==> src/rtl/result_tx_scheduler_pkg.sv <==
// result_tx_scheduler shared types and constants.
// RESULT_TX_SYNC_EN adds a sync byte and checksum to each frame.
`ifndef DATA_WIDTH
`define DATA_WIDTH 8
`endif

package result_tx_scheduler_pkg;

  typedef enum logic [1:0] {
    S_IDLE = 2'd0,
    S_ARM  = 2'd1,
    S_WAIT = 2'd2,
    S_DONE = 2'd3
  } state_t;

  localparam logic [7:0] SYNC_BYTE = 8'hA5;

`ifdef RESULT_TX_SYNC_EN
  localparam int FRAME_EXTRA = 2;
`else
  localparam int FRAME_EXTRA = 0;
`endif

  function automatic int idx_width(input int n);
    return (n > 1) ? $clog2(n) : 1;
  endfunction

endpackage

==> src/rtl/result_tx_scheduler_if.sv <==
// Handshake bundle between the scheduler, the
// hidden layer outputs and uart_tx.
interface result_tx_scheduler_if #(
  parameter int NUM_NEURONS = 4,
  parameter int DATA_WIDTH  = `DATA_WIDTH
);
  logic                              capture;
  logic [NUM_NEURONS*DATA_WIDTH-1:0] n_in;
  logic                              tx_active;
  logic                              tx_done;
  logic                              clr_overrun;
  logic                              tx_start;
  logic [7:0]                        tx_data;
  logic                              busy;
  logic                              frame_done;
  logic                              overrun;

  modport master (
    input  capture, n_in, tx_active,
    input  tx_done, clr_overrun,
    output tx_start, tx_data, busy,
    output frame_done, overrun
  );

  modport slave (
    output capture, n_in, tx_active,
    output tx_done, clr_overrun,
    input  tx_start, tx_data, busy,
    input  frame_done, overrun
  );
endinterface

==> src/rtl/result_tx_scheduler_tx_byte_selector.sv <==
// Picks the frame byte at i_byte_idx from the snapshot.
// RESULT_TX_SYNC_EN adds sync (idx 0) and checksum (last).
module result_tx_scheduler_tx_byte_selector
  import result_tx_scheduler_pkg::*;
#(
  parameter int NUM_NEURONS = 4,
  parameter int DATA_WIDTH  = `DATA_WIDTH,
  parameter int IDX_W       = 2
) (
  input  logic [NUM_NEURONS*DATA_WIDTH-1:0] i_snapshot,
  input  logic [IDX_W-1:0]                  i_byte_idx,
  output logic [7:0]                        o_byte
);
  localparam int NB = NUM_NEURONS * (DATA_WIDTH / 8);

  logic [7:0] w_byte;

`ifdef RESULT_TX_SYNC_EN
  logic [7:0] w_sum;

  // sync, payload or mod-256 payload checksum
  always_comb begin
    w_sum  = '0;
    w_byte = '0;
    for (int k = 0; k < NB; k++)
      w_sum = w_sum + i_snapshot[k*8 +: 8];
    if (i_byte_idx == '0)
      w_byte = SYNC_BYTE;
    else if (i_byte_idx == IDX_W'(NB + 1))
      w_byte = w_sum;
    else
      for (int k = 0; k < NB; k++)
        if (i_byte_idx == IDX_W'(k + 1))
          w_byte = i_snapshot[k*8 +: 8];
  end
`else
  // neuron-major, LSB-first payload byte
  always_comb begin
    w_byte = '0;
    for (int k = 0; k < NB; k++)
      if (i_byte_idx == IDX_W'(k))
        w_byte = i_snapshot[k*8 +: 8];
  end
`endif

  assign o_byte = w_byte;
endmodule

==> src/rtl/result_tx_scheduler.sv <==
// Snapshots neuron outputs and feeds them to uart_tx.
// RESULT_TX_SYNC_EN frames them with sync and checksum.
module result_tx_scheduler
  import result_tx_scheduler_pkg::*;
#(
  parameter int NUM_NEURONS = 4,
  parameter int DATA_WIDTH  = `DATA_WIDTH
) (
  input logic                   clk,
  input logic                   reset,
  result_tx_scheduler_if.master bus
);
  localparam int BYTES_PER_WORD = DATA_WIDTH / 8;
  localparam int NB = NUM_NEURONS * BYTES_PER_WORD;
  localparam int FRAME_LEN = NB + FRAME_EXTRA;
  localparam int IDX_W = idx_width(FRAME_LEN);
  localparam int SW = NUM_NEURONS * DATA_WIDTH;
  localparam logic [IDX_W-1:0] LAST_IDX =
    IDX_W'(FRAME_LEN - 1);

  state_t           r_state;
  logic [IDX_W-1:0] r_byte_idx;
  logic [SW-1:0]    r_snapshot;
  logic             r_tx_start;
  logic [7:0]       r_tx_data;
  logic             r_busy;
  logic             r_frame_done;
  logic             r_overrun;
  logic [7:0]       w_byte;

  result_tx_scheduler_tx_byte_selector #(
    .NUM_NEURONS (NUM_NEURONS),
    .DATA_WIDTH  (DATA_WIDTH),
    .IDX_W       (IDX_W)
  ) u_sel (
    .i_snapshot (r_snapshot),
    .i_byte_idx (r_byte_idx),
    .o_byte     (w_byte)
  );

  // frame FSM with registered handshake outputs
  always_ff @(posedge clk) begin
    if (reset) begin
      r_state      <= S_IDLE;
      r_byte_idx   <= '0;
      r_snapshot   <= '0;
      r_tx_start   <= 1'b0;
      r_tx_data    <= '0;
      r_busy       <= 1'b0;
      r_frame_done <= 1'b0;
      r_overrun    <= 1'b0;
    end else begin
      r_tx_start   <= 1'b0;
      r_frame_done <= 1'b0;
      if (bus.capture && r_state != S_IDLE)
        r_overrun <= 1'b1;
      else if (bus.clr_overrun)
        r_overrun <= 1'b0;
      unique case (r_state)
        S_IDLE: begin
          if (bus.capture) begin
            r_snapshot <= bus.n_in;
            r_byte_idx <= '0;
            r_busy     <= 1'b1;
            r_state    <= S_ARM;
          end
        end
        S_ARM: begin
          if (!bus.tx_active) begin
            r_tx_start <= 1'b1;
            r_tx_data  <= w_byte;
            r_state    <= S_WAIT;
          end
        end
        S_WAIT: begin
          if (bus.tx_done) begin
            if (r_byte_idx == LAST_IDX) begin
              r_frame_done <= 1'b1;
              r_state      <= S_DONE;
            end else begin
              r_byte_idx <= r_byte_idx + IDX_W'(1);
              r_state    <= S_ARM;
            end
          end
        end
        S_DONE: begin
          r_busy  <= 1'b0;
          r_state <= S_IDLE;
        end
        default: r_state <= S_IDLE;
      endcase
    end
  end

  assign bus.tx_start   = r_tx_start;
  assign bus.tx_data    = r_tx_data;
  assign bus.busy       = r_busy;
  assign bus.frame_done = r_frame_done;
  assign bus.overrun    = r_overrun;
endmodule
==> src/flat_wrapper.sv <==
// flat-port wrapper written by rule: the top's interface ports become plain ports
module result_tx_scheduler_flat import result_tx_scheduler_pkg::*;
#(
  parameter int NUM_NEURONS = 4,
  parameter int DATA_WIDTH  = `DATA_WIDTH
)
  (clk, reset, bus_capture, bus_n_in, bus_tx_active, bus_tx_done, bus_clr_overrun, bus_tx_start, bus_tx_data, bus_busy, bus_frame_done, bus_overrun);
  result_tx_scheduler_if #(.NUM_NEURONS(NUM_NEURONS), .DATA_WIDTH(DATA_WIDTH)) bus_i ();
  input logic clk;
  input logic reset;
  input wire logic [$bits(bus_i.capture)-1:0] bus_capture;
  input wire logic [$bits(bus_i.n_in)-1:0] bus_n_in;
  input wire logic [$bits(bus_i.tx_active)-1:0] bus_tx_active;
  input wire logic [$bits(bus_i.tx_done)-1:0] bus_tx_done;
  input wire logic [$bits(bus_i.clr_overrun)-1:0] bus_clr_overrun;
  output wire logic [$bits(bus_i.tx_start)-1:0] bus_tx_start;
  output wire logic [$bits(bus_i.tx_data)-1:0] bus_tx_data;
  output wire logic [$bits(bus_i.busy)-1:0] bus_busy;
  output wire logic [$bits(bus_i.frame_done)-1:0] bus_frame_done;
  output wire logic [$bits(bus_i.overrun)-1:0] bus_overrun;
  assign bus_i.capture = bus_capture;
  assign bus_i.n_in = bus_n_in;
  assign bus_i.tx_active = bus_tx_active;
  assign bus_i.tx_done = bus_tx_done;
  assign bus_i.clr_overrun = bus_clr_overrun;
  assign bus_tx_start = bus_i.tx_start;
  assign bus_tx_data = bus_i.tx_data;
  assign bus_busy = bus_i.busy;
  assign bus_frame_done = bus_i.frame_done;
  assign bus_overrun = bus_i.overrun;
  result_tx_scheduler #(.NUM_NEURONS(NUM_NEURONS), .DATA_WIDTH(DATA_WIDTH)) u_core (.clk(clk), .reset(reset), .bus(bus_i));
endmodule
==> config.mk <==
export PLATFORM = sky130hd
export DESIGN_NAME = result_tx_scheduler_flat
export DESIGN_NICKNAME = d
export VERILOG_FILES = /design/src/rtl/result_tx_scheduler_pkg.sv /design/src/rtl/result_tx_scheduler_if.sv /design/src/rtl/result_tx_scheduler_tx_byte_selector.sv /design/src/rtl/result_tx_scheduler.sv /design/src/flat_wrapper.sv
export SDC_FILE = /design/constraint.sdc
export NUM_CORES = 1
export LEC_CHECK = 0
export BUFFER_PORTS_ARGS = -buffer_cell sky130_fd_sc_hd__buf_2
export CAP_MARGIN = 25
export CORE_MARGIN = 4
export CORE_UTILIZATION = 48
export DETAILED_ROUTE_END_ITERATION = 10
export GPL_TIMING_DRIVEN = 0
export HOLD_SLACK_MARGIN = 0.06
export PLACE_DENSITY = 0.8
export SETUP_SLACK_MARGIN = 0.5
export SLEW_MARGIN = 20
export SYNTH_ARGS = -nofsm -noshare
export SYNTH_HDL_FRONTEND = slang
export SYNTH_SLANG_ARGS = --single-unit
==> constraint.sdc <==
create_clock -name clk -period 1.46 [get_ports clk]
set_input_delay 0.146 -clock clk [delete_from_list [all_inputs] [get_ports clk]]
set_output_delay 0.146 -clock clk [all_outputs]
set_load 0.005 [all_outputs]
## Word level (Yosys, flattened, before mapping)

Index checks and enable logic that the tools add are counted.

| storage, ports and cells | value |
|---|---|
| memory bits (read-only) | 0 |
| bits in latches | 0 |
| input port bits | 38 |
| memories kept | 0 |
| flip-flop bits (word level) | 48 |
| bits in writable memories | 0 |

| operators by class | value |
|---|---|
| add/sub/neg operators | 1 |
| $mul | 0 |
| bitwise gates (word level) | 4 |
| eq/ne operators | 10 |
| reduce and logical (&&, ||, !) cells | 14 |
| divide/modulo/power cells | 0 |
| muxes and demuxes | 19 |
| $lt $le $gt $ge | 0 |
| shifts and indexed selects | 0 |

Operator list:

| operator | count |
|---|---|
| 2-to-1 mux 8 bit | 4 |
| 2-to-1 mux 2 bit | 7 |
| == test 2 bit, second input constant | 4 |
| != test 2 bit, second input constant | 4 |
| case mux 2 bit (4 select lines) | 1 |
| nonzero test 2 bit | 4 |
| AND reduction 2 bit | 3 |
| 2-to-1 mux 1 bit | 5 |
| == test 2 x 1 -> 1 bit, second input constant | 2 |
| zero test 2 bit | 2 |
| NOT 1 bit | 4 |
| case mux 2 bit (2 select lines) | 1 |
| AND reduction 4 bit | 1 |
| AND reduction 3 bit | 1 |
| OR reduction 3 bit | 1 |
| adder 2 x 1 -> 2 bit, second input constant | 1 |
| case mux 1 bit (2 select lines) | 1 |
| OR reduction 2 bit | 1 |
| logical AND 1 bit | 1 |

## Logic depth before layout (Yosys ltp)

Gate-level depths: netlist of run 1.

| logic depth | value |
|---|---|
| depth after elaboration | 5 |
| depth in mapped cells | 7 |

## By module

From an unflattened synthesis of run 1, not the netlist that was laid out.

| unflattened totals | value |
|---|---|
| cell total of the unflattened synthesis | 216 |
| area total of the unflattened synthesis | 1991.9 µm² |

Modules (own cells, without submodules):

| module | cells each | times used | area an instance (µm²) | seq. area each (µm²) |
|---|---|---|---|---|
| result_tx_scheduler | 206 | 1 | 1795.5 | 960.9 |
| result_tx_scheduler_tx_byte_selector | 10 | 1 | 196.4 | 0.0 |

## Worst setup path after synthesis of run 1

Ideal clock, no wire load.

| timing | value |
|---|---|
| path type | register to register |
| start point | register u_core.r_byte_idx[1] |
| end point | register u_core.r_tx_data[6] (netlist: u_core.bus.tx_data[6]) |
| data arrival time | 1.437 ns |
| period minus slack after synthesis | 1.525 ns |
| data required time | 1.372 ns |
| stages on the path, launching flop included | 7 |
| slack | -0.065 ns |
| path through | dfxtp_1 > inv_1 > ha_1 > buf_6 > nand3b_1 > a221o_1 > a311oi_2 |

| between the ends | value |
|---|---|
| longest elaborated chain between the ends | 5 |
| elaborated cells between the ends (all ways) | 8 |
| classes of those cells | eq/ne: 3; mux: 4; reduce/logical: 1 |

Ends and longest elaborated chain:

| what | RTL line | RTL |
|---|---|---|
| from (decl) | result_tx_scheduler.sv:22 | `logic [IDX_W-1:0] r_byte_idx;` |
| from (signal assigned) | result_tx_scheduler.sv:81 | `r_byte_idx <= r_byte_idx + IDX_W'(1);` |
| zero test 2 bit | result_tx_scheduler_tx_byte_selector.sv:41 | `if (i_byte_idx == IDX_W'(k))` |
| 2-to-1 mux 8 bit (3 in series) | result_tx_scheduler_tx_byte_selector.sv:41 |  |
| 2-to-1 mux 8 bit * | result_tx_scheduler_tx_byte_selector.sv:41 |  |
| to (signal assigned) | result_tx_scheduler.sv:71 | `r_tx_data <= w_byte;` |
| to (decl) | result_tx_scheduler.sv:25 | `logic [7:0] r_tx_data;` |

Mark *: on every way between the ends. The rest lies on a longest branch, timed or not.
A chain may end at the register's enable or synchronous reset.

## Worst setup path in the final report of run 1

| timing | value |
|---|---|
| start point | register u_core.r_byte_idx[0] |
| end point | register u_core.r_tx_data[4] (netlist: u_core.bus.tx_data[4]) |

Same word-level chain as after synthesis.

==> impl_metrics.tcl, run 1 <==
set metrics [dict create \
    power_density_nw_per_um2 930.1 \
    setup_viol 9 \
    max_stage_delay_ns 0.40 \
    final_core_utilization 0.7368 \
    vias 2026 \
    detailedRoute.firstPassIterationCount 5 \
    width_of_the_chip_um 75.23 \
    clock_period_minus_final_worst_setup_slack_ns 1.543 \
    grt_setup_unrepaired "true" \
    place.gp.congestion 0.8164 \
    timing.critical_path.arrival_ns 1.76 \
    layout-drive-gt1-share 0.5521 \
    seq_power_share 0.494 \
    run_status "finished with violations" \
    max_cap_violations 0 \
    grt-ovfl-total 0 \
    worst-endpoint-required_ns 1.67 \
    syn-mean-instance-area_um2 8.475 \
    std_cell_rows 24 \
    clkTransAtPathRegs_ns 0.09 \
    p_int_uw 2111 \
    worst_path_cell_chain "inv_4, ha_4, buf_6, buf_6, a221o_1, a311oi_2" \
    synthesized_area_um2 2170 \
    comb_power_share 0.226 \
    worst_path_max_delay_cell "dfxtp_4" \
    layout.cell_area.non_filler_um2 3208 \
    first_pass_grt_wire_length_um 9059 \
    total_leakage_power_uw 0.001312 \
    h_tree_levels 2 \
    global_route.usage.total 0.2112 \
    hp-class "in -> reg" \
    critPathMostFrequentCell "buf_6" \
    vias_in_the_first_global_route 1955 \
    route.detailed.vias_per_inst 5.360 \
    die-area_um2 5660 \
    numPlacedInstances 357 \
    critical_path_launch_point_type "flop" \
    timing_max_transition_violations_final 0 \
    drt-wirelength-per-cell_um 16.91 \
    endpoint_kind "flop" \
    drt-total-wl_um 6391 \
    tritoncts_num_sinks 48 \
    postPlaceCellArea_um2 2529 \
    port_buffers 49 \
    synth-seq-area-share 0.4429 \
    postSynthNetCount 298 \
    yosysUniqueCellTypes 28 \
    dieHeight_um 75.23 \
    tritoncts "yes" \
    fillerInstances 301 \
    final_hold_viol_count 0 \
    drt_drc_violations_left 0 \
    pwr-share-clk 0.280 \
    timing.setup.critical_path_class "reg -> reg" \
    max-vdd-ir-drop_uv 674.3 \
    antennaDiodeCount 0 \
    clkLatencyLatePin_ns 0.31 \
    hold_slack_ns 0.08211 \
    drt_iter0_markers 128 \
    detail-route-antenna-nets 0 \
    max-slew-margin-rel 0.5498 \
    power.switching_fraction 0.2926 \
    synth_warnings 0 \
    number_of_antenna_violations_at_the_first_check_in_global_routing 0 \
    max_clock_freq_ghz 0.6482 \
    placement.setup.worst_slack_ns -0.05490 \
    io_pins 50 \
    switching_power_uw 873.2 \
    netlist_instances 256 \
    core_region_area_um2 4354 \
    cts_buffer_depth 2 \
    timing.critical_path.fanout_max 10 \
    timing.final.crit_share 1.057 \
    cts_buffers 5 \
    syn_to_final_growth_pct 47.87 \
    initial_utilization 0.4983 \
    finish.cell_count_without_fillers 378 \
    failed_checks "setup timing" \
    worst_clock_skew_ns 0.01323 \
    transition_time_at_the_pin_with_the_least_slew_margin_ns 0.6753 \
    finalWorstSetupSlack_ns -0.08264 \
    pin_count_of_the_biggest_net_entering_global_routing 15 \
    cts_root_buf "clkbuf_8" \
    dpl.hpwl_um 3802 \
    ys_seq_elements 48 \
    final_nets 367 \
]
## path summary, 6_finish.rpt
kind,from,cells after the start,end,slack [ns]
hold / removal,bus_n_in[21],3,u_core.r_snapshot[21],0.08
setup reg to reg,u_core.r_byte_idx[0],6,u_core.bus.tx_data[4],-0.08
hold reg to reg,u_core.bus.overrun,2,u_core.bus.overrun,0.47
setup / recovery,u_core.r_byte_idx[0],6,u_core.bus.tx_data[4],-0.08
## registers in the layout, summed over array words and instances, names as in the netlist
register	cells
u_core.r_snapshot	32
u_core.bus.tx_data	8
u_core.r_byte_idx	2
u_core.r_state	2
u_core.bus.busy	1
u_core.bus.frame_done	1
u_core.bus.overrun	1
u_core.bus.tx_start	1
## Yosys cell counts (all sizes together)
master,number,share of area
inv,11,0.019
nor3,1,0.0023
nor2b,2,0.0058
a211oi,2,0.0069
a221o,8,0.037
a31oi,2,0.0058
buf,16,0.064
o21ai,1,0.0023
or3b,1,0.0040
a311oi,8,0.055
nor2,9,0.016
o21bai,1,0.0035
nand3b,10,0.035
nand3,1,0.0023
nand2b,3,0.0087
nand2,76,0.13
nor3b,2,0.014
ha,4,0.023
or4,1,0.0035
a21oi,43,0.099
o31ai,1,0.0035
dfxtp,48,0.44
clkbuf,5,0.015
## what timing repair did
item | 4_1_cts | 5_1_grt
gates cloned | 3 | 1
resized for setup | 70 | 67
hold buffers | 0 | 0
pin swaps | 20 | 10
endpoints found under the setup margin | 45 | 49
setup buffers | 3 | 6
## stage by stage
step / setup TNS [ns] / power (uW)
after floorplan: 0 / 1740
final: -0.3834 / 2984
after global placement: -0.01925 / 1876
after global routing: -0.8533 / 3096
after CTS: -0.3227 / 2801
after detailed placement: -0.2596 / 1888
## power by group through the flow
| stage | clock network (uW) | registers [uW] | logic (uW) |
|---|---|---|---|
| floorplan | 0 | 1460 | 281 |
| CTS | 829 | 1450 | 521 |
| global placement | 0 | 1470 | 410 |
| finish | 835 | 1470 | 674 |
| global route | 892 | 1480 | 722 |
| detailed placement | 0 | 1470 | 417 |
## final cells by class
cell class / count / area, um2 / area share
clock inverters: 1 / 7.507 / 0.002340
well taps: 52 / 65.06 / 0.02028
inverters: 11 / 46.29 / 0.01443
multi-input cells: 176 / 1390 / 0.4333
flip-flops and latches: 48 / 972.2 / 0.3030
plain buffers: 21 / 249.0 / 0.07761
repair buffers: 62 / 391.6 / 0.1221
clock buffers: 7 / 86.33 / 0.02691
## logic make-up (layout without fill, tap and decap cells)
logic type | Yosys count | after routing | share of synthesized area
AND/OR/NAND/NOR | 106 | 106 | 0.2226
buffers and inverters | 32 | 102 | 0.09804
adder cells (fa/ha/maj) | 4 | 4 | 0.02307
AO/OA/AOI/OAI | 66 | 66 | 0.2134
flip-flops | 48 | 48 | 0.4429
## cell usage in the layout, fill, tap and decap left out, types with 2 or more instances in the layout
cell type,synthesis,layout
buf_4,1,7
ha_4,0,2
buf_8,0,6
dfxtp_2,0,3
a21oi_2,0,31
inv_1,11,8
a311oi_2,8,8
clkbuf_8,1,7
nor2_1,9,9
dfxtp_4,0,2
clkbuf_1,3,3
buf_6,9,7
a31oi_1,2,2
nor3b_4,1,2
inv_4,0,2
nand2_1,76,43
nand2_4,0,25
nand2_2,0,8
buf_2,6,52
nand2b_1,3,3
a211oi_2,0,2
buf_12,0,5
nor2b_4,0,2
nand3b_1,10,10
dfxtp_1,48,43
a221o_1,8,8
a21oi_1,43,12
## worst max-delay path, delay by kind of cell (launching register included)
family	cells	cell delay [ns]
AOI/OAI and AO/OA	2	0.61
buffers and inverters	3	0.30
DFF	1	0.40
adders and majority gates	1	0.15
## routing by layer
layer | routed length, um | GRT usage | up-vias
li1 | - | - | 1001
met1 | 2675 | 0.2572 | 941
met2 | 3220 | 0.3665 | 73
met3 | 396 | 0.04539 | 11
met4 | 99 | 0.07573 | 0
met5 | 0 | 0 | -
Note: power is estimated with default switching activity, not from simulation.
==> run 2: changes to the inputs <==
--- a/config.mk
+++ b/config.mk
@@ -7,8 +7,10 @@
 export LEC_CHECK = 0
 export BUFFER_PORTS_ARGS = -buffer_cell sky130_fd_sc_hd__buf_2
 export CAP_MARGIN = 25
+export CELL_PAD_IN_SITES_DETAIL_PLACEMENT = 1
+export CELL_PAD_IN_SITES_GLOBAL_PLACEMENT = 2
 export CORE_MARGIN = 4
-export CORE_UTILIZATION = 48
+export CORE_UTILIZATION = 28
 export DETAILED_ROUTE_END_ITERATION = 10
 export GPL_TIMING_DRIVEN = 0
 export HOLD_SLACK_MARGIN = 0.06
==> run 2 against run 1 <==
The run still ends with setup timing left. Setup slack lost 0.029 ns. Clock power shrank 7.5%. Die area grew 63%. Critical path depth is the same. Register-to-register slack lost 0.03 ns. Flip-flop and latch count is the same. Clock skew shrank 0.0054 ns. Routed wire length grew 12%. Fmax shrank 1.8%. Non-clock buffer count grew 11. Largest power group unchanged.
==> impl_metrics.tcl, run 2 (same netlist as run 1, synthesis figures left out) <==
set metrics [dict create \
    run_status "finished with violations" \
    failed_checks "setup timing" \
    setup_viol 8 \
    clkLatencyLatePin_ns 0.31 \
    drt_drc_violations_left 0 \
    timing.final.crit_share 1.076 \
    clock_period_minus_final_worst_setup_slack_ns 1.572 \
    transition_time_at_the_pin_with_the_least_slew_margin_ns 0.7417 \
    max_clock_freq_ghz 0.6363 \
    worst_clock_skew_ns 0.007856 \
    holdBufCountCts 0 \
    grt_setup_unrepaired "true" \
    timing.critical_path.max_delay_family "compound AO/OA/AOI/OAI gates" \
    timing_max_transition_violations_final 0 \
    pin_count_of_the_biggest_net_entering_global_routing 14 \
    layout-drive-gt1-share 0.6131 \
    grt-ovfl-total 0 \
    critical_path_launch_point_type "flop" \
    setup_total_negative_slack_ns -0.5274 \
    cts_buffer_depth 2 \
    power_density_nw_per_um2 854.8 \
    total_leakage_power_uw 0.001477 \
    numPlacedInstances 404 \
    cts_buffers 5 \
    vias 2098 \
    core_region_area_um2 7408 \
    final_hold_viol_count 0 \
    layout.cells.most_common "buf_2" \
    dieHeight_um 96.03 \
    syn_to_final_growth_pct 64.19 \
    detailedRoute.firstPassIterationCount 4 \
    global_route.usage.total 0.1593 \
    finalPower_uw 3045 \
    max-vdd-ir-drop_uv 376.4 \
    drt_iter0_markers 34 \
    cts_root_buf "clkbuf_8" \
    final_core_utilization 0.4808 \
    flip_flop_count_of_the_largest_register_all_copies_and_words_added 32 \
    io_pins 50 \
    max_cap_violations 0 \
    finalWorstSetupSlack_ns -0.1115 \
    width_of_the_chip_um 96.03 \
    rr_startpoint "u_core.r_byte_idx[0]" \
    placement.setup.worst_slack_ns -0.1356 \
    route.detailed.vias_per_inst 4.823 \
    critPathMostFrequentCell "buf_6" \
    timing.critical_path.arrival_ns 1.80 \
    number_of_antenna_violations_at_the_first_check_in_global_routing 0 \
    worst_path_cell_chain "buf_6, ha_4, buf_6, a21oi_1, a221o_1, a311oi_2" \
    antennaDiodeCount 0 \
    timing.reg2reg.worst_path_depth 6 \
    r2r_setup_slack_ns -0.11 \
    detail-route-antenna-nets 0 \
    endpoint_kind "flop" \
    max_stage_delay_ns 0.39 \
    die-area_um2 9221 \
    tritoncts "yes" \
    timing.setup.critical_path_class "reg -> reg" \
    tritoncts_num_sinks 48 \
    commonest_cells_after_routing_fill_and_taps_aside "buf_2, dfxtp_1, nand2_4" \
    cp.buffers_inverters 2 \
    timing.critical_path.fanout_max 8 \
    clkTransAtPathRegs_ns 0.09 \
    initial_utilization 0.2929 \
    min_from "bus_n_in[23]" \
    max-slew-margin-rel 0.5055 \
    min_path_cells 3 \
    first_pass_grt_wire_length_um 11110 \
    regToRegEndpoint "u_core.bus.tx_data[2]" \
    dpl.hpwl_um 4597 \
    final_nets 378 \
    port_buffers 49 \
    std_cell_rows 31 \
    place.gp.congestion 0.7782 \
    worst-endpoint-required_ns 1.69 \
    vias_in_the_first_global_route 2205 \
    drt-total-wl_um 7181 \
    largest_register "u_core.r_snapshot" \
    hp-class "in -> reg" \
    worst_path_max_delay_cell "dfxtp_4" \
    finish.cell_count_without_fillers 435 \
    hold-path-endpoint "u_core.r_snapshot[23]" \
    h_tree_levels 2 \
    drt-wirelength-per-cell_um 16.51 \
]
==> run 2: per-layer routing <==
layer,track usage,vias to the layer above,routed length [um]
li1,-,1037,-
met2,0.2783,34,3757
met1,0.1941,1016,3061
met4,0.04147,0,102
met5,0,-,0
met3,0.03909,11,259
==> run 2: stage by stage <==
stage / area [um2] / hold slack [ns]
6_report: 3562 / 0.07087
5_1_grt: 3562 / 0.05962
4_1_cts: 3209 / 0.06513
3_5_place_dp: 2587 / 0.3964
3_3_place_gp: 2587 / 0.3916
2_1_floorplan: 2218 / 0.2820
==> run 2: how the worst max path moves through the flow <==
stage                              start               endpoint  slack, ns  depth (start not counted)
CTS                 u_core.r_byte_idx[0]  u_core.bus.tx_data[2]      -0.14                          6
finish              u_core.r_byte_idx[0]  u_core.bus.tx_data[2]      -0.11                          6
global placement       u_core.r_state[1]  u_core.r_snapshot[10]      -0.12                          5
detailed placement  u_core.r_byte_idx[0]  u_core.bus.tx_data[2]      -0.14                          6
global route        u_core.r_byte_idx[0]  u_core.bus.tx_data[2]      -0.16                          7
floorplan           u_core.r_byte_idx[0]  u_core.bus.tx_data[0]       0.06                          6
==> run 2: area by class of cell <==
type,count,area (um2)
fill,853,3846
multi-input combinational,176,1511
sequential,48,974.7
timing repair buffer,73,560.5
buffer,21,264.0
tap,99,123.9
clock buffer,6,72.57
inverter,11,50.05
clock inverter,1,5.005
==> run 2: tightest hold or removal path, delay by kind of cell <==
family,cells,cell delay [ns]
compound gates,1,0.04
buf+inv,1,0.10
simple gates,1,0.05
==> run 2: timing repair <==
action	CTS	global route
cloned	7	2
buffers inserted	13	2
gates resized for setup	103	78
pin swaps	34	31
endpoints found under the setup margin	46	53
==> run 2: where the power goes <==
group	switching (uW)	internal, uW
sequential	77.7	1390
clock	445	327
combinational	390	411
==> run 3: changes to the inputs <==
--- a/config.mk
+++ b/config.mk
@@ -11,6 +11,7 @@
 export CELL_PAD_IN_SITES_GLOBAL_PLACEMENT = 2
 export CORE_MARGIN = 4
 export CORE_UTILIZATION = 28
+export CTS_BUF_LIST = sky130_fd_sc_hd__clkbuf_16
 export DETAILED_ROUTE_END_ITERATION = 10
 export GPL_TIMING_DRIVEN = 0
 export HOLD_SLACK_MARGIN = 0.06
==> run 3 against run 2 <==
The flow still finishes with violations (setup timing). Sequential power about the same. Clock power increased by 42%. Critical endpoint unchanged. Clock skew decreased by 0.0052 ns. Final cell count decreased by 0.23%. First-iteration DRC count increased by 8.8%. Combinational power about the same. Count of clock-buffer cells in the layout decreased by 1. Register-to-register slack got worse by 0.02 ns. Hold slack improved by 0.021 ns. Largest power group unchanged. Power increased by 11%. Routed wire length increased by 5.8%.
==> impl_metrics.tcl, run 3 (same netlist as run 1, synthesis figures left out) <==
set metrics [dict create \
    timing.setup.critical_path_class "reg -> reg" \
    width_of_the_chip_um 96.03 \
    global_route.usage.total 0.1665 \
    drt-total-wl_um 7595 \
    drt_drc_violations_left 0 \
    numPlacedInstances 404 \
    timing.final.crit_share 1.089 \
    vias_in_the_first_global_route 2323 \
    cts_buffer_depth 2 \
    worst_path_max_delay_cell "dfxtp_4" \
    cts_root_buf "clkbuf_16" \
    timing.reg2reg.worst_path_depth 6 \
    detail-route-antenna-nets 0 \
    largest_register "u_core.r_snapshot" \
    max_stage_delay_ns 0.38 \
    worst_path_cell_chain "buf_6, ha_4, buf_6, a21oi_1, a221o_1, a311oi_2" \
    power_density_nw_per_um2 933.4 \
    timing.critical_path.arrival_ns 1.79 \
    tritoncts_num_sinks 48 \
    clock_period_minus_final_worst_setup_slack_ns 1.590 \
    max-slew-margin-rel 0.4902 \
    failed_checks "setup timing" \
    run_status "finished with violations" \
    std_cell_rows 31 \
    core_region_area_um2 7408 \
    route.detailed.vias_per_inst 4.871 \
    dpl.hpwl_um 4597 \
    layout-drive-gt1-share 0.6060 \
    endpoint_kind "flop" \
    max_clock_freq_ghz 0.6288 \
    timing.critical_path.max_delay_family "compound AO/OA/AOI/OAI gates" \
    fillerInstances 845 \
    timing.critical_path.fanout_max 8 \
    critPathMostFrequentCell "buf_6" \
    first_pass_grt_wire_length_um 11520 \
    final_core_utilization 0.4879 \
    total_leakage_power_uw 0.001489 \
    final_hold_viol_count 0 \
    critical_path_launch_point_type "flop" \
    io_pins 50 \
    min_path_cells 3 \
    commonest_cells_after_routing_fill_and_taps_aside "buf_2, dfxtp_1, nand2_4" \
    flip_flop_count_of_the_largest_register_all_copies_and_words_added 32 \
    initial_utilization 0.2929 \
    number_of_antenna_violations_at_the_first_check_in_global_routing 0 \
    max-vdd-ir-drop_uv 462.5 \
    clkLatencyLatePin_ns 0.29 \
    finish.cell_count_without_fillers 434 \
    cp.depth 6 \
    detailedRoute.firstPassIterationCount 4 \
    cp.buffers_inverters 2 \
    multi_input_area_um2 1501 \
    cts_buffers 5 \
    finalPower_uw 3374 \
    antennaDiodeCount 0 \
    place.gp.congestion 0.7782 \
    tritoncts "yes" \
    worst-endpoint-required_ns 1.66 \
    setup_viol 9 \
    final_nets 377 \
    hp-class "in -> reg" \
    pin_count_of_the_biggest_net_entering_global_routing 14 \
    area_taken_by_flip_flops_and_latches_um2 970.9 \
    setup_total_negative_slack_ns -0.7426 \
    dieHeight_um 96.03 \
    syn_to_final_growth_pct 66.61 \
    worst_clock_skew_ns 0.002648 \
    timing_max_transition_violations_final 0 \
    max_cap_violations 0 \
    h_tree_levels 2 \
    finalWorstSetupSlack_ns -0.1303 \
    clkTransAtPathRegs_ns 0.06 \
    layout.cells.most_common "buf_2" \
    port_buffers 49 \
    vias 2114 \
    transition_time_at_the_pin_with_the_least_slew_margin_ns 0.7647 \
    grt_setup_unrepaired "true" \
    drt-wirelength-per-cell_um 17.50 \
    drt_iter0_markers 37 \
    grt-ovfl-total 0 \
    die-area_um2 9221 \
]
## run 3: cell type report
cell class              instances  area share
clock inverters                 2    0.002423
inverters                      11     0.01419
multi-input cells             176      0.4154
repair buffers                 72      0.1571
clock buffers                   5     0.03461
well taps                      99     0.03427
flip-flops and latches         48      0.2686
plain buffers                  21     0.07338
## run 3: power by group
part           internal, uW  switching [uW]  total [uW]
Clock                   616             480        1100
Sequential             1390            79.3        1470
Combinational           407             397         803
Total                  2420             956        3370
## run 3: layer usage
layer | global-route usage | wire length (um) | vias up
met5 | 0 | 0 | -
met4 | 0.06635 | 149 | 0
met3 | 0.03753 | 279 | 13
met2 | 0.2967 | 4115 | 37
met1 | 0.1909 | 3051 | 1032
li1 | - | - | 1032
## run 3: tightest hold or removal path: stages
cell,delay [ns]
buf_2,0.10
nand2_2,0.05
a21oi_2,0.04
## run 3: path summary, 6_finish.rpt
| check | end | startpoint | slack (ns) |
|---|---|---|---|
| min | u_core.r_snapshot[23] | bus_n_in[23] | 0.09 |
| max | u_core.bus.tx_data[2] | u_core.r_byte_idx[0] | -0.13 |
| min reg2reg | u_core.bus.overrun | u_core.bus.overrun | 0.47 |
| max reg2reg | u_core.bus.tx_data[2] | u_core.r_byte_idx[0] | -0.13 |
## run 3: stage by stage
stage          area [um2]  hold WS (ns)  setup WS [ns]
2_1_floorplan        2218        0.2820        0.05862
3_3_place_gp         2587        0.3916        -0.1197
3_5_place_dp         2587        0.3964        -0.1356
6_report             3615       0.09204        -0.1303
4_1_cts              3286       0.09278        -0.1296
5_1_grt              3615       0.09435        -0.1796
## run 3: repair_timing
item,CTS,global route
pin swaps,30,28
resized for setup,109,73
endpoints found under the setup margin,46,49
cloned,7,2
hold buffers,0,0
setup buffers,14,0
